`config.mk`:
```
export PLATFORM = sky130hd
export DESIGN_NAME = packet_analyzer_stream_flat
export DESIGN_NICKNAME = d
export VERILOG_FILES = /design/src/rtl/packet_analyzer_stream_pkg.sv /design/src/rtl/packet_analyzer_stream_if.sv /design/src/rtl/packet_analyzer_stream_record_serializer.sv /design/src/rtl/packet_analyzer_stream.sv /design/src/flat_wrapper.sv
export SDC_FILE = /design/constraint.sdc
export NUM_CORES = 1
export LEC_CHECK = 0
export BUFFER_PORTS_ARGS = -buffer_cell sky130_fd_sc_hd__clkbuf_2
export CAP_MARGIN = 15
export CORE_MARGIN = 10
export CORE_UTILIZATION = 55
export CTS_BUF_LIST = sky130_fd_sc_hd__clkbuf_2
export CTS_CLUSTER_SIZE = 30
export DETAILED_ROUTE_END_ITERATION = 6
export GPL_TIMING_DRIVEN = 0
export PLACE_DENSITY = 0.81
export SLEW_MARGIN = 20
export SYNTH_ARGS = -nofsm -noshare
export SYNTH_HDL_FRONTEND = slang
export SYNTH_HIERARCHICAL = 1
export SYNTH_SLANG_ARGS = --single-unit
```
`constraint.sdc`:
```
create_clock -name clk -period 3 [get_ports clk]
set_clock_uncertainty 0.1 [all_clocks]
set_input_delay 0.6 -clock clk [delete_from_list [all_inputs] [get_ports clk]]
set_output_delay 0.6 -clock clk [all_outputs]
set_load 0.05 [all_outputs]
```
`src/rtl/packet_analyzer_stream_pkg.sv`:
```
`default_nettype none
// ----------------------------------------------------------------------------
// node_pkg: shared state encoding, frame constants and helpers. Rev 1.0
// ----------------------------------------------------------------------------
package node_pkg;

  typedef enum logic [2:0] {
    ST_IDLE  = 3'd0,
    ST_DST   = 3'd1,
    ST_SRC   = 3'd2,
    ST_TYPE  = 3'd3,
    ST_TS    = 3'd4,
    ST_SEQ   = 3'd5,
    ST_SEND  = 3'd6,
    ST_DRAIN = 3'd7
  } state_t;

  localparam logic [15:0] ETHERNET_TYPE_REPLY = 16'h88B5;
  localparam logic [47:0] BROADCAST_MAC       = 48'hFFFF_FFFF_FFFF;

  localparam int STAT_GAP     = 0;
  localparam int STAT_REORDER = 1;
  localparam int STAT_FIRST   = 2;

  function automatic int REC_BYTES(input int ts_w, input int seq_w);
`ifdef LATENCY_SEQ_CHECK_EN
    return ts_w / 8 + seq_w / 8 + 2;
`else
    return ts_w / 8 + seq_w / 8 + 1;
`endif
  endfunction

  function automatic logic [15:0] sat_inc16(input logic [15:0] a);
    return (a == 16'hFFFF) ? a : a + 16'd1;
  endfunction

  function automatic logic [15:0] sat_add16(input logic [15:0] a, input logic [63:0] b);
    logic [63:0] room;
    room = 64'(16'hFFFF - a);
    return (b > room) ? 16'hFFFF : a + b[15:0];
  endfunction

endpackage
`default_nettype wire

```
`src/rtl/packet_analyzer_stream_if.sv`:
```
`default_nettype none
// ----------------------------------------------------------------------------
// packet_analyzer_stream_if: receive-FIFO and transmit-byte stream bundle. Rev 1.0
// ----------------------------------------------------------------------------
interface packet_analyzer_stream_if;
  logic [7:0] rx_data;
  logic       rx_empty;
  logic       rx_read;
  logic [7:0] tx_data;
  logic       tx_valid;
  logic       tx_ready;

  modport master (output rx_data, rx_empty, tx_ready, input rx_read, tx_data, tx_valid);
  modport slave  (input rx_data, rx_empty, tx_ready, output rx_read, tx_data, tx_valid);
endinterface
`default_nettype wire

```
`src/rtl/packet_analyzer_stream_record_serializer.sv`:
```
`default_nettype none
// ----------------------------------------------------------------------------
// record_serializer: shifts a latched record out MSB byte first over valid/ready. Rev 1.0
// ----------------------------------------------------------------------------
module record_serializer
  import node_pkg::*;
#(
  parameter int REC_N = 9
) (
  input  logic               clk,
  input  logic               rst_n,
  input  logic               start,
  input  logic [REC_N*8-1:0] record,
  input  logic               tx_ready,
  output logic [7:0]         tx_data,
  output logic               tx_valid,
  output logic               done
);
  localparam int CW = $clog2(REC_N + 1);

  logic [REC_N*8-1:0] shreg;
  logic [CW-1:0]      remaining;

  assign tx_data = shreg[REC_N*8-1 -: 8];
  assign done    = tx_valid && tx_ready && (remaining == '0);

  always_ff @(posedge clk or negedge rst_n) begin
    if (!rst_n) begin
      shreg     <= '0;
      remaining <= '0;
      tx_valid  <= 1'b0;
    end else if (start) begin
      shreg     <= record;
      remaining <= CW'(REC_N - 1);
      tx_valid  <= 1'b1;
    end else if (tx_valid && tx_ready) begin
      if (remaining == '0) begin
        tx_valid <= 1'b0;
      end else begin
        shreg     <= shreg << 8;
        remaining <= remaining - 1'b1;
      end
    end
  end

endmodule
`default_nettype wire

```
`src/rtl/packet_analyzer_stream.sv`:
```
`default_nettype none
// ----------------------------------------------------------------------------
// packet_analyzer_stream: parses reply frames from an FWFT FIFO and streams latency
// records. Macro LATENCY_SEQ_CHECK_EN adds sequence tracking + status byte. Rev 1.0
// ----------------------------------------------------------------------------
module packet_analyzer_stream
  import node_pkg::*;
#(
  parameter int TS_W        = 32,
  parameter int SEQ_W       = 32,
  parameter int TIMEOUT_CYC = 255
) (
  input  logic                    clk,
  input  logic                    rst_n,
  input  logic [TS_W-1:0]         global_timer,
  input  logic [47:0]             mac_address,
  packet_analyzer_stream_if.slave bus,
  output logic [15:0]             frames_ok,
  output logic [15:0]             frames_dropped,
  output logic [15:0]             lost_count
);
  localparam int         TS_BYTES  = TS_W / 8;
  localparam int         SEQ_BYTES = SEQ_W / 8;
  localparam int         REC_N     = REC_BYTES(TS_W, SEQ_W);
  localparam int         TO_W      = $clog2(TIMEOUT_CYC + 1);
  localparam logic [2:0] ADDR_LAST = 3'd5;
  localparam logic [2:0] TYPE_LAST = 3'd1;
  localparam logic [2:0] TS_LAST   = 3'(TS_BYTES - 1);
  localparam logic [2:0] SEQ_LAST  = 3'(SEQ_BYTES - 1);

  state_t             state;
  logic [2:0]         cnt;
  logic [TO_W-1:0]    to_cnt;
  logic [47:0]        dst;
  logic [7:0]         src_byte;
  logic [15:0]        type_reg;
  logic [TS_W-1:0]    ts_reg;
  logic [TS_W-1:0]    arrival;
  logic [SEQ_W-1:0]   seq_reg;

  logic               in_frame;
  logic               abort;
  logic               timeout;
  logic               start;
  logic               done;
  logic [TS_W-1:0]    ts_next;
  logic [SEQ_W-1:0]   seq_full;
  logic [TS_W-1:0]    latency;
  logic [REC_N*8-1:0] record;

  assign bus.rx_read = !bus.rx_empty &&
                       (state inside {ST_DST, ST_SRC, ST_TYPE, ST_TS, ST_SEQ, ST_DRAIN});

  assign in_frame = state inside {ST_DST, ST_SRC, ST_TYPE, ST_TS, ST_SEQ};
  // Filters are evaluated on the first cycle of the state following the field.
  assign abort    = ((state == ST_SRC) && (dst != mac_address) && (dst != BROADCAST_MAC)) ||
                    ((state == ST_TS) && (type_reg != ETHERNET_TYPE_REPLY));
  assign timeout  = in_frame && !abort && bus.rx_empty &&
                    (to_cnt == TO_W'(TIMEOUT_CYC - 1));

  assign ts_next  = TS_W'({ts_reg, bus.rx_data});
  assign seq_full = SEQ_W'({seq_reg, bus.rx_data});
  assign latency  = arrival - ts_reg;
  assign start    = (state == ST_SEQ) && bus.rx_read && (cnt == SEQ_LAST);

`ifdef LATENCY_SEQ_CHECK_EN
  logic [SEQ_W-1:0] exp_seq;
  logic             exp_valid;
  logic [SEQ_W-1:0] seq_diff;
  logic [7:0]       status;

  assign seq_diff = seq_full - exp_seq;

  always_comb begin
    status               = '0;
    status[STAT_FIRST]   = !exp_valid;
    status[STAT_REORDER] = exp_valid && seq_diff[SEQ_W-1];
    status[STAT_GAP]     = exp_valid && !seq_diff[SEQ_W-1] && (seq_diff != '0);
  end

  always_ff @(posedge clk or negedge rst_n) begin
    if (!rst_n) begin
      exp_seq    <= '0;
      exp_valid  <= 1'b0;
      lost_count <= '0;
    end else if (start) begin
      exp_seq   <= seq_full + 1'b1;
      exp_valid <= 1'b1;
      if (status[STAT_GAP])
        lost_count <= sat_add16(lost_count, 64'(seq_diff));
    end
  end

  assign record = {latency, seq_full, src_byte, status};
`else
  assign lost_count = '0;
  assign record     = {latency, seq_full, src_byte};
`endif

  always_ff @(posedge clk or negedge rst_n) begin
    if (!rst_n) begin
      state          <= ST_IDLE;
      cnt            <= '0;
      to_cnt         <= '0;
      dst            <= '0;
      src_byte       <= '0;
      type_reg       <= '0;
      ts_reg         <= '0;
      arrival        <= '0;
      seq_reg        <= '0;
      frames_ok      <= '0;
      frames_dropped <= '0;
    end else begin
      case (state)
        ST_IDLE: begin
          if (!bus.rx_empty) begin
            arrival <= global_timer;
            state   <= ST_DST;
            cnt     <= '0;
            to_cnt  <= '0;
          end
        end
        ST_DST, ST_SRC, ST_TYPE, ST_TS, ST_SEQ: begin
          // abort and timeout are exclusive, so a drop is counted once per frame.
          if (abort || timeout) begin
            state          <= abort ? ST_DRAIN : ST_IDLE;
            frames_dropped <= sat_inc16(frames_dropped);
            to_cnt         <= '0;
          end else if (bus.rx_empty) begin
            to_cnt <= to_cnt + 1'b1;
          end else begin
            to_cnt <= '0;
            cnt    <= cnt + 3'd1;
            case (state)
              ST_DST: begin
                dst <= {dst[39:0], bus.rx_data};
                if (cnt == ADDR_LAST) begin
                  state <= ST_SRC;
                  cnt   <= '0;
                end
              end
              ST_SRC: begin
                src_byte <= bus.rx_data;
                if (cnt == ADDR_LAST) begin
                  state <= ST_TYPE;
                  cnt   <= '0;
                end
              end
              ST_TYPE: begin
                type_reg <= {type_reg[7:0], bus.rx_data};
                if (cnt == TYPE_LAST) begin
                  state <= ST_TS;
                  cnt   <= '0;
                end
              end
              ST_TS: begin
                ts_reg <= ts_next;
                if (cnt == TS_LAST) begin
                  state <= ST_SEQ;
                  cnt   <= '0;
                end
              end
              ST_SEQ: begin
                seq_reg <= seq_full;
                if (cnt == SEQ_LAST) begin
                  state <= ST_SEND;
                  cnt   <= '0;
                end
              end
              default: ;
            endcase
          end
        end
        ST_SEND: begin
          if (done) begin
            state     <= ST_DRAIN;
            frames_ok <= sat_inc16(frames_ok);
          end
        end
        ST_DRAIN: begin
          if (bus.rx_empty)
            state <= ST_IDLE;
        end
        default: state <= ST_IDLE;
      endcase
    end
  end

  record_serializer #(
    .REC_N (REC_N)
  ) u_serializer (
    .clk      (clk),
    .rst_n    (rst_n),
    .start    (start),
    .record   (record),
    .tx_ready (bus.tx_ready),
    .tx_data  (bus.tx_data),
    .tx_valid (bus.tx_valid),
    .done     (done)
  );

endmodule
`default_nettype wire

```
`src/flat_wrapper.sv`:
```
// flat-port wrapper written by rule: the top's interface ports become plain ports
module packet_analyzer_stream_flat import node_pkg::*;
#(
  parameter int TS_W        = 32,
  parameter int SEQ_W       = 32,
  parameter int TIMEOUT_CYC = 255
)
  (clk, rst_n, global_timer, mac_address, frames_ok, frames_dropped, lost_count, bus_rx_data, bus_rx_empty, bus_tx_ready, bus_rx_read, bus_tx_data, bus_tx_valid);
  packet_analyzer_stream_if bus_i ();
  input  logic clk;
  input  logic rst_n;
  input  logic [TS_W-1:0] global_timer;
  input  logic [47:0] mac_address;
  output logic [15:0] frames_ok;
  output logic [15:0] frames_dropped;
  output logic [15:0] lost_count;
  input wire logic [$bits(bus_i.rx_data)-1:0] bus_rx_data;
  input wire logic [$bits(bus_i.rx_empty)-1:0] bus_rx_empty;
  input wire logic [$bits(bus_i.tx_ready)-1:0] bus_tx_ready;
  output wire logic [$bits(bus_i.rx_read)-1:0] bus_rx_read;
  output wire logic [$bits(bus_i.tx_data)-1:0] bus_tx_data;
  output wire logic [$bits(bus_i.tx_valid)-1:0] bus_tx_valid;
  assign bus_i.rx_data = bus_rx_data;
  assign bus_i.rx_empty = bus_rx_empty;
  assign bus_i.tx_ready = bus_tx_ready;
  assign bus_rx_read = bus_i.rx_read;
  assign bus_tx_data = bus_i.tx_data;
  assign bus_tx_valid = bus_i.tx_valid;
  packet_analyzer_stream #(.TS_W(TS_W), .SEQ_W(SEQ_W), .TIMEOUT_CYC(TIMEOUT_CYC)) u_core (.clk(clk), .rst_n(rst_n), .global_timer(global_timer), .mac_address(mac_address), .bus(bus_i), .frames_ok(frames_ok), .frames_dropped(frames_dropped), .lost_count(lost_count));
endmodule
```
==> summary.txt <==
Outcome
  – Status: completed

STA
  – Pins Over Slew Limit: 0
  – Slew headroom: 50.7%
  – Period utilization: 97.9%
  – Final worst path period need: 2940 ps
  – RSZ-0062 raised after global routing: true
  – Slew @ Worst Pin: 734 ps
  – Setup TNS: 0 ps
  – Max Fclk: 341 MHz
  – Final setup fails: 0
  – Fin. Hold Viols: 0

CTS
  – Clock sinks: 283
  – Number of buffers created by CTS: 76
  – Clk slew on worst S/H paths: 100 ps
  – CTS tree: built
  – Clk Latency, worst-skew pair: 880 ps
  – Clock root cell: clkbuf_2
  – Max H-tree Level: 3
  – CTS Buffer Depth: 3

Cells and area
  – Largest reg by FF count: u_core/u_serializer/shreg
  – Number of flip-flops in the largest register: 72
  – Finished Layout Cells: 2114
  – Design Area, Final: 17600 um2
  – Top flop regs: u_core/u_serializer/shreg: 72 flops, u_core/dst: 48 flops
  – Nets: 1850
  – Area Overhead vs Synth: 18.1%
  – Ratio of cells with drive above 1 in the final layout: 28.3%

Setup path
  – R2r startpoint: u_core/dst[11]$_DFFE_PN0P_
  – Flop2flop setup slack: 60 ps
  – RR Endpoint: u_core/type_reg[8]$_DFFE_PN0P_
  – Worst EP arrival: 3590 ps
  – Maximum fanout along the worst path: 10
  – Reg2reg path depth: 9
  – Startpoint type of the worst setup path: register
  – Crit. End Element: register
  – Crit Path Class: reg -> reg
  – Critical path data required time: 3660 ps

Yosys
  – Ys async rst share: 100%
  – Yosys top cell area share: 47.5%
  – Most common cell in the netlist: dfrtp_1
  – Number of synthesized flops with an enable pin: 0
  – Prevailing post-synth register cell: dfrtp_1
  – Netlist cell types: 68
  – Synth area leader: dfrtp_1
  – Syn avg cell area: 10.4 um2
  – Yosys warns: 6
  – Synth Instances: 1436
  – Leading post-synthesis cells by cell area: dfrtp_1 (48%), mux2_2 (7.9%), o21ai_0 (4.4%)
  – Post-synthesis sequential area ratio: 47.5%
  – Post-Synthesis Cell Area: 14900 um2
  – Register bit count reported by yosys: 283
  – Synth top cells by count: dfrtp_1 (283), o21ai_0 (131), mux2_2 (104), a21oi_1 (99), nand2_1 (81)

Pwr
  – PwrDens: 1030 nW/um2
  – LEAKAGE: 8.19 nW
  – VDD IR-drop max: 0.849 mV

GRT
  – Gr usage total: 21.6%
  – Initial antenna violation count: 1
  – First-pass GRT wire length: 60500 um
  – Grt ovf: 0
  – Vias in the first global route: 12300
  – Pin count of the biggest net entering global routing: 94

Routing
  – DRC viols: 0
  – Drt pass-1 iters: 6
  – Final WL: 37500 um
  – Wire length per cell: 17.8 um
  – Detail Route Antenna Nets: 0
  – Drt initial violations: 977
  – Routed wire length on met2: 18200 um
  – Metal3 WL: 2320 um
  – Vias: 12000
  – Top Metal Used: met4
  – M1 wire length: 16000 um
  – Vias per Instance: 5.70

Placement
  – Post-DP HPWL: 26300 um
  – Gp weighted congestion: 0.881
  – DP Area: 16200 um2
  – Placed cells: 1928
  – I/O Buffers: 132

Run
  – Max-Cap Viols: 0

Die
  – Die width: 185 um
  – I/O pin total: 150
  – Initial Util: 55.6%
  – DIE AREA: 34100 um2
  – Chip height: 185 um
  – Rows: 60
  – Core area: 26800 um2

Min path
  – Hold crit path type: in -> async
[logic make-up after synthesis]
family          after synthesis  synth area share, %
compound gates              363                 14.1
xor+xnor                    107                 6.29
fa+ha+maj                    42                 3.58
buf+inv                     158                 5.33
flops                       283                 47.5
mux                         139                 11.0
other cells                   1               0.0252
simple gates                343                 12.2
[stage by stage]
step           hold slack, ps  worst slack [ps]  total power (W)  util [%]
2_1_floorplan             204               130           0.0126         -
3_3_place_gp              360             -4550           0.0143      59.9
3_5_place_dp              368              -873           0.0147      60.3
4_1_cts                  4.32              2.60           0.0176      64.7
5_1_grt                  36.6             -30.8           0.0194      65.7
6_report                 75.4              64.1           0.0181      65.7
[power by group]
| group | switching (W) | total, W | internal, W |
|---|---|---|---|
| registers | 0.00124 | 0.00654 | 0.00529 |
| logic | 0.00496 | 0.00880 | 0.00384 |
| clock network | 0.00164 | 0.00274 | 0.00110 |
[area by class of cell]
type	instances	area, um2
well taps	341	427
diodes	1	2.50
inverters	53	199
plain buffers	100	602
multi-input cells	1010	7270
clock inverters	23	146
clock buffers	111	556
flip-flops and latches	283	7090
repair buffers	192	1310
fillers	2087	9200
[worst max-delay path, cell delays in order, from the launching register on]
cell and delay, ps:
dfrtp_1 440, xor2_1 160, nor4_1 350, nand4_1 200
o31ai_4 350, buf_4 170, nand3_2 160, nor4_4 350
buf_6 220, mux2_1 330
[routing by layer]
metal	GRT usage, %	vias to the layer above
met3	4.41	87
met4	8.32	0
met2	36.0	481
met1	27.1	5835
met5	0	-
li1	-	5644
[how the worst max path moves through the flow]
stage,from,end,slack [ps],cells after the start
global placement,rst_n,u_core/frames_ok[1]$_DFFE_PN0P_,-4550,1
detailed placement,bus_rx_empty,u_core/u_serializer/shreg[13]$_DFFE_PN0P_,-870,10
CTS,u_core/dst[37]$_DFFE_PN0P_,u_core/dst[31]$_DFFE_PN0P_,3,10
floorplan,bus_rx_empty,u_core/u_serializer/shreg[48]$_DFFE_PN0P_,130,10
global route,u_core/arrival[16]$_DFFE_PN0P_,u_core/u_serializer/shreg[69]$_DFFE_PN0P_,-30,12
finish,u_core/dst[11]$_DFFE_PN0P_,u_core/type_reg[8]$_DFFE_PN0P_,60,9
[what timing repair did]
item	4_1_cts	5_1_grt
endpoints found under the hold margin	248	0
gates resized for setup	21	52
gates cloned	0	1
hold buffers	41	0
setup buffers	1	13
setup endpoints to repair	133	160
pin swaps	1	15
[layout by cell type (no fill, tap or decap), drive strengths merged, types with 26 or more instances in the layout]
cell type and n:
xor2 66, o21ai 134, clkbuf 296, dlygate4sd3 41
nand4 26, a21oi 99, nor2b 74, inv 57
xnor2 41, mux2 137, buf 66, ha 41
dfrtp 283, nand3 40, nor2 53, a31oi 70
nand2 81
No activity file was read; power rests on OpenSTA's default activity.
